**config.mk**
```make
export PLATFORM = sky130hd
export DESIGN_NAME = piece_collision_ctrl_flat
export DESIGN_NICKNAME = d
export VERILOG_FILES = /design/src/rtl/piece_collision_ctrl_pkg.sv /design/src/rtl/piece_collision_ctrl_if.sv /design/src/rtl/piece_collision_ctrl_coord_to_addr.sv /design/src/rtl/piece_collision_ctrl.sv /design/src/flat_wrapper.sv
export SDC_FILE = /design/constraint.sdc
export NUM_CORES = 1
export LEC_CHECK = 0
export CORE_UTILIZATION = 45
export DETAILED_ROUTE_END_ITERATION = 8
export GPL_ROUTABILITY_DRIVEN = 0
export PLACE_DENSITY = 0.76
export SETUP_SLACK_MARGIN = 0.2
export SLEW_MARGIN = 20
export SYNTH_ARGS = -nofsm -noshare
export SYNTH_HDL_FRONTEND = slang
export SYNTH_SLANG_ARGS = --single-unit
```
**constraint.sdc**
```tcl
create_clock -name clk -period 3.48 [get_ports clk]
set_input_delay 0.348 -clock clk [delete_from_list [all_inputs] [get_ports clk]]
set_output_delay 0.348 -clock clk [all_outputs]
set_load 0.03 [all_outputs]
```
**src/rtl/piece_collision_ctrl_pkg.sv**
```systemverilog
// Shared board geometry, coordinate widths and types for the piece collision checker.
package piece_collision_ctrl_pkg;

    localparam int unsigned BOARD_W   = 10;
    localparam int unsigned BOARD_H   = 24;
    localparam int unsigned COORD_X_W = 5;
    localparam int unsigned COORD_Y_W = 6;
    localparam int unsigned COLOUR_W  = 6;
    localparam int unsigned ADDR_W    = 8;
    localparam int unsigned CELLS     = 4;
    localparam int unsigned IDX_W     = 2;
    localparam int unsigned CNT_W     = 2;

    localparam logic [COLOUR_W-1:0] EMPTY_COLOUR = '0;

    typedef enum logic [1:0] {
        ST_IDLE,
        ST_ISSUE,
        ST_WAIT,
        ST_DONE
    } state_t;

    typedef struct packed {
        logic [COORD_X_W-1:0] x;
        logic [COORD_Y_W-1:0] y;
    } cell_t;

    function automatic logic in_bounds(input cell_t c);
        return (c.x < COORD_X_W'(BOARD_W)) && (c.y < COORD_Y_W'(BOARD_H));
    endfunction

endpackage

```
**src/rtl/piece_collision_ctrl_if.sv**
```systemverilog
// Board-RAM read port (req/gnt with fixed read latency) shared through the arbiter.
interface piece_collision_ctrl_if;
    import piece_collision_ctrl_pkg::*;

    logic                ram_req;
    logic                ram_gnt;
    logic [ADDR_W-1:0]   ram_addr;
    logic [COLOUR_W-1:0] ram_q;

    modport master (output ram_req, output ram_addr, input ram_gnt, input ram_q);
    modport slave  (input ram_req, input ram_addr, output ram_gnt, output ram_q);

endinterface

```
**src/rtl/piece_collision_ctrl_coord_to_addr.sv**
```systemverilog
// Maps a board coordinate to its linear RAM address (Y*10+X, truncated to the address width).
module piece_collision_ctrl_coord_to_addr
    import piece_collision_ctrl_pkg::*;
(
    input  logic [COORD_X_W-1:0] x,
    input  logic [COORD_Y_W-1:0] y,
    output logic [ADDR_W-1:0]    addr_c
);

    localparam int unsigned FULL_W = 9;

    // In-bounds cells top out at 239, so dropping the ninth bit is lossless in use.
    assign addr_c = ADDR_W'(FULL_W'(y) * FULL_W'(BOARD_W) + FULL_W'(x));

endmodule

```
**src/rtl/piece_collision_ctrl.sv**
```systemverilog
// Sequences one collision check of a 4-cell piece: one board-RAM read per in-bounds cell,
// early exit on the first occupied or out-of-bounds cell, then a single done pulse.
module piece_collision_ctrl
    import piece_collision_ctrl_pkg::*;
#(
    parameter int unsigned RD_LATENCY = 1
) (
    input  logic                         clk,
    input  logic                         resetn,
    input  logic                         start,
    input  logic [CELLS*COORD_X_W-1:0]   cells_x,
    input  logic [CELLS*COORD_Y_W-1:0]   cells_y,
    output logic                         busy,
    output logic                         done,
    output logic                         collision,
    piece_collision_ctrl_if.master       ram
);

    localparam logic [CNT_W-1:0] CNT_LAST = CNT_W'(RD_LATENCY - 1);
    localparam logic [IDX_W-1:0] IDX_LAST = IDX_W'(CELLS - 1);

    state_t             state;
    logic [IDX_W-1:0]   idx;
    logic [CNT_W-1:0]   cnt;
    cell_t              cells_q [CELLS];

    cell_t              sel_cell_c;
    logic               sel_ok_c;
    logic [ADDR_W-1:0]  sel_addr_c;

    // Cell about to enter ISSUE: cell 0 straight from the inputs at start, else the next latched cell.
    always_comb begin
        sel_cell_c = cells_q[idx + IDX_W'(1)];
        if (state == ST_IDLE) begin
            sel_cell_c = '{x: cells_x[COORD_X_W-1:0], y: cells_y[COORD_Y_W-1:0]};
        end
    end

    assign sel_ok_c = in_bounds(sel_cell_c);

    piece_collision_ctrl_coord_to_addr u_coord_to_addr (
        .x      (sel_cell_c.x),
        .y      (sel_cell_c.y),
        .addr_c (sel_addr_c)
    );

    // ram_req is loaded with the bounds verdict on entry to ISSUE, so a low req in ISSUE marks an off-board cell.
    always_ff @(posedge clk) begin
        if (!resetn) begin
            state        <= ST_IDLE;
            idx          <= '0;
            cnt          <= '0;
            busy         <= 1'b0;
            done         <= 1'b0;
            collision    <= 1'b0;
            ram.ram_req  <= 1'b0;
            ram.ram_addr <= '0;
        end else begin
            done <= 1'b0;
            case (state)
                ST_IDLE: begin
                    if (start) begin
                        for (int i = 0; i < CELLS; i++) begin
                            cells_q[i] <= '{x: cells_x[i*COORD_X_W +: COORD_X_W],
                                            y: cells_y[i*COORD_Y_W +: COORD_Y_W]};
                        end
                        idx          <= '0;
                        collision    <= 1'b0;
                        busy         <= 1'b1;
                        ram.ram_req  <= sel_ok_c;
                        ram.ram_addr <= sel_addr_c;
                        state        <= ST_ISSUE;
                    end
                end
                ST_ISSUE: begin
                    if (!ram.ram_req) begin
                        collision <= 1'b1;
                        done      <= 1'b1;
                        state     <= ST_DONE;
                    end else if (ram.ram_gnt) begin
                        ram.ram_req <= 1'b0;
                        cnt         <= '0;
                        state       <= ST_WAIT;
                    end
                end
                ST_WAIT: begin
                    if (cnt == CNT_LAST) begin
                        if (ram.ram_q != EMPTY_COLOUR) begin
                            collision <= 1'b1;
                            done      <= 1'b1;
                            state     <= ST_DONE;
                        end else if (idx == IDX_LAST) begin
                            done  <= 1'b1;
                            state <= ST_DONE;
                        end else begin
                            idx          <= idx + IDX_W'(1);
                            ram.ram_req  <= sel_ok_c;
                            ram.ram_addr <= sel_addr_c;
                            state        <= ST_ISSUE;
                        end
                    end else begin
                        cnt <= cnt + CNT_W'(1);
                    end
                end
                ST_DONE: begin
                    busy  <= 1'b0;
                    state <= ST_IDLE;
                end
                default: state <= ST_IDLE;
            endcase
        end
    end

endmodule

```
**src/flat_wrapper.sv**
```systemverilog
// flat-port wrapper written by rule: the top's interface ports become plain ports
module piece_collision_ctrl_flat import piece_collision_ctrl_pkg::*;
#(
    parameter int unsigned RD_LATENCY = 1
)
  (clk, resetn, start, cells_x, cells_y, busy, done, collision, ram_ram_req, ram_ram_addr, ram_ram_gnt, ram_ram_q);
  piece_collision_ctrl_if ram_i ();
  input  logic clk;
  input  logic resetn;
  input  logic start;
  input  logic [CELLS*COORD_X_W-1:0] cells_x;
  input  logic [CELLS*COORD_Y_W-1:0] cells_y;
  output logic busy;
  output logic done;
  output logic collision;
  output wire logic [$bits(ram_i.ram_req)-1:0] ram_ram_req;
  output wire logic [$bits(ram_i.ram_addr)-1:0] ram_ram_addr;
  input wire logic [$bits(ram_i.ram_gnt)-1:0] ram_ram_gnt;
  input wire logic [$bits(ram_i.ram_q)-1:0] ram_ram_q;
  assign ram_ram_req = ram_i.ram_req;
  assign ram_ram_addr = ram_i.ram_addr;
  assign ram_i.ram_gnt = ram_ram_gnt;
  assign ram_i.ram_q = ram_ram_q;
  piece_collision_ctrl #(.RD_LATENCY(RD_LATENCY)) u_core (.clk(clk), .resetn(resetn), .start(start), .cells_x(cells_x), .cells_y(cells_y), .busy(busy), .done(done), .collision(collision), .ram(ram_i));
endmodule
```
==> results.json <==
{
  "dp_hpwl_mm": 4.26,
  "multiInputGateArea_um2": 1220,
  "instances_no_fill": 376,
  "synth_area_um2": 2930,
  "wirelength_mm": 5.77,
  "antenna_found_initial": 0,
  "initial_core_util_pct": 46.3,
  "grt_max_degree": 25,
  "fin_skew_ns": 0.00619,
  "overflow": 0,
  "critPathRequiredTime_ns": 3.68,
  "yosysSeqAreaShare_pct": 57.5,
  "synth_ff_type": "edfxtp_1",
  "fmaxAchievable_mhz": 321,
  "drtIter0Drc": 107,
  "port_buffers": 65,
  "numCtsBuffers": 9,
  "clk_latency_ns": 0.32,
  "ys_async_sr_fraction_pct": 0,
  "min_path_type": "reg -> reg",
  "worst_pin_slew_ns": 0.646,
  "status": "finished, final reports clean",
  "fillCellCount": 509,
  "num_antenna_cells": 0,
  "synth_enable_flop_cells": 44,
  "period_share_pct": 89.5,
  "rsz0062_at_grt": "false",
  "pin_count": 66,
  "final_layout_size_suffix_gt1_share_pct": 18.7,
  "grt_pass1_wl_mm": 9.17,
  "arrival_ns": 3.31,
  "clockBufferDepth": 2,
  "syn-num-nets": 287,
  "design.core.area_um2": 6310,
  "setup_viol": 0,
  "critPathKind": "reg -> reg",
  "synth.avg_cell_area_um2": 13.7,
  "synth_area_leaders": "edfxtp_1 (45%), dfxtp_1 (12%), mux4_2 (8.5%), ha_1 (7.3%), mux2_2 (3.5%)",
  "cp_cell_sequence": "buf_12 -> mux4_2 -> mux2_2 -> ha_1 -> ha_1 -> fa_1 -> inv_1 -> a211oi_2 -> xnor2_1 -> nand4b_1 -> o221ai_1",
  "die_area_um2": 6830,
  "ant_nets": 0,
  "rows": 29,
  "start_kind": "register",
  "critPathSlowestCell": "fa_1",
  "vias": 1976,
  "cpMostUsedCell": "ha_1",
  "cts_root_buffer": "clkbuf_8",
  "synth.largest_area_cell": "edfxtp_1",
  "grtUsageTotal_pct": 18.6,
  "drcViolationCount": 0,
  "final-max-slew-violation-count": 0,
  "syn-instance-count": 214,
  "period_needed_ns": 3.11,
  "cts_sinks": 62,
  "p_per_area_nw_per_um2": 839,
  "crit_family": "adder cells",
  "avgViaCountPerCell": 5.26,
  "layout.nets": 367,
  "drt_first_pass_iters": 4,
  "synth.top_cell.area_share_pct": 45.2,
  "ir_drop_mv": 0.395,
  "crit_path_max_fanout": 9,
  "setup_tns_ns": 0,
  "hold_violations": 0,
  "cts.clk_slew.worst_paths_ns": 0.07,
  "ys_ff_latch": 62,
  "relSlewSlack_pct": 56.9,
  "area_growth_pct": 35.6,
  "synth.distinct_cells": 40,
  "ys.warnings.count": 0,
  "cpPeakStageDelay_ns": 0.50,
  "ff_latch_area_um2": 1690,
  "wl_per_cell_um": 15.3,
  "path_buf_inv": 2,
  "dpl.cell_count": 355,
  "end_kind": "register",
  "max-cap-violations": 0,
  "die_w_um": 82.6,
  "grt_pass1_vias": 1890,
  "die_h_um": 82.6,
  "cts_tree": "built",
  "power.leakage_nw": 1.44,
  "h-tree-depth": 3
}
[through the flow]
step                      power [mW]  hold slack [ns]  area (um^2)  utilization [%]  setup slack (ns)
after floorplan                 2.27            0.446         2930                -             0.224
after global placement          2.68            0.451         3700             58.6             0.276
after detailed placement        2.71            0.451         3700             58.6             0.180
after CTS                       3.24            0.460         3860             61.2             0.210
after global routing            3.59            0.486         3970             62.8             0.210
final                           3.33            0.456         3970             62.8             0.365
[synth_stat cells (4+ instances only)]
master and number:
a211oi_1 5, mux2_2 9, dfxtp_1 18, mux4_2 11, mux2i_1 4, nor2_1 12, o21ai_0 5, inv_1 11
ha_1 17, xnor2_1 6, nand2_1 22, edfxtp_1 44, a21oi_1 12
[state kept, by name, summed over array words and instances (netlist names), 2 cells and up]
signal / cells
u_core.ram.ram_addr: 8
u_core.cells_q: 44
u_core.cnt: 2
u_core.idx: 2
u_core.state: 2
[logic make-up (layout without fill, tap and decap cells)]
logic type	count (synthesis)	in the layout	synth area share, %
adder cells (fa/ha/maj)	19	19	8.64
AO/OA/AOI/OAI	33	33	7.61
flip-flops	62	62	57.5
AND/OR/NAND/NOR	52	52	8.38
multiplexers	24	24	13.3
buffers and inverters	17	102	2.48
XOR/XNOR	7	7	2.10
[worst register-to-register path: cells and delay by family, from the launching register on]
| kind | cells | cell delay, ns |
|---|---|---|
| xor+xnor | 1 | 0.13 |
| fa+ha+maj | 3 | 1.03 |
| mux | 2 | 0.80 |
| compound gates | 2 | 0.33 |
| buf+inv | 2 | 0.21 |
| simple gates | 1 | 0.11 |
| flops | 1 | 0.38 |
[layer usage]
metal | wire length, um | track usage [%] | up-vias | part of all wire, %
li1 | - | - | 962 | -
met1 | 2490 | 23.6 | 935 | 43
met2 | 2900 | 31.2 | 74 | 50
met3 | 322 | 5.16 | 5 | 5.6
met4 | 53 | 5.17 | 0 | 0.92
met5 | 0 | 0 | - | 0
[worst paths after layout]
| path | from | end | slack, ns | depth (start not counted) |
|---|---|---|---|---|
| min | u_core.ram.ram_addr[3] | u_core.ram.ram_addr[3] | 0.46 | 2 |
| min reg2reg | u_core.ram.ram_addr[3] | u_core.ram.ram_addr[3] | 0.46 | 2 |
| max reg2reg | u_core.idx[0] | u_core.ram.ram_addr[7] | 0.37 | 11 |
| max | u_core.idx[0] | u_core.ram.ram_addr[7] | 0.37 | 11 |
[repair_timing]
action                                  4_1_cts  5_1_grt
hold endpoints to repair                      0        0
resized for setup                             2       12
pin swaps                                     0        2
endpoints found under the setup margin        1        2
buffers inserted                              0        5
hold buffers                                  0        0
[layout by cell type (no fill, tap or decap), types with 3 or more instances in the layout]
master | Yosys | routed
nor2b_1 | 3 | 3
nor4_1 | 3 | 3
mux2_2 | 9 | 9
clkinv_2 | 0 | 3
dfxtp_1 | 18 | 17
a21oi_1 | 12 | 12
nand3_1 | 3 | 3
buf_4 | 0 | 6
ha_1 | 17 | 15
inv_1 | 11 | 11
clkdlybuf4s50_1 | 0 | 65
nand2_1 | 22 | 22
mux4_2 | 11 | 11
mux2i_1 | 4 | 3
clkbuf_1 | 3 | 3
xnor2_1 | 6 | 5
nor2_1 | 12 | 11
clkbuf_8 | 0 | 9
buf_12 | 0 | 3
edfxtp_1 | 44 | 44
a211oi_1 | 5 | 4
o21ai_0 | 5 | 4
[where the power goes]
| group | total (mW) | internal, mW | switching (mW) |
|---|---|---|---|
| Combinational | 1.81 | 0.864 | 0.947 |
| Sequential | 0.998 | 0.938 | 0.0601 |
| Clock | 0.521 | 0.257 | 0.264 |
[layout make-up]
type                       instances  share of cell area, %
tap                               77                   2.43
clock inverter                     4                  0.599
inverter                          11                   1.04
clock buffer                      12                   3.41
sequential                        62                   42.5
timing repair buffer              75                   19.3
multi-input combinational        135                   30.7
Power figures use the tool's default switching activity.
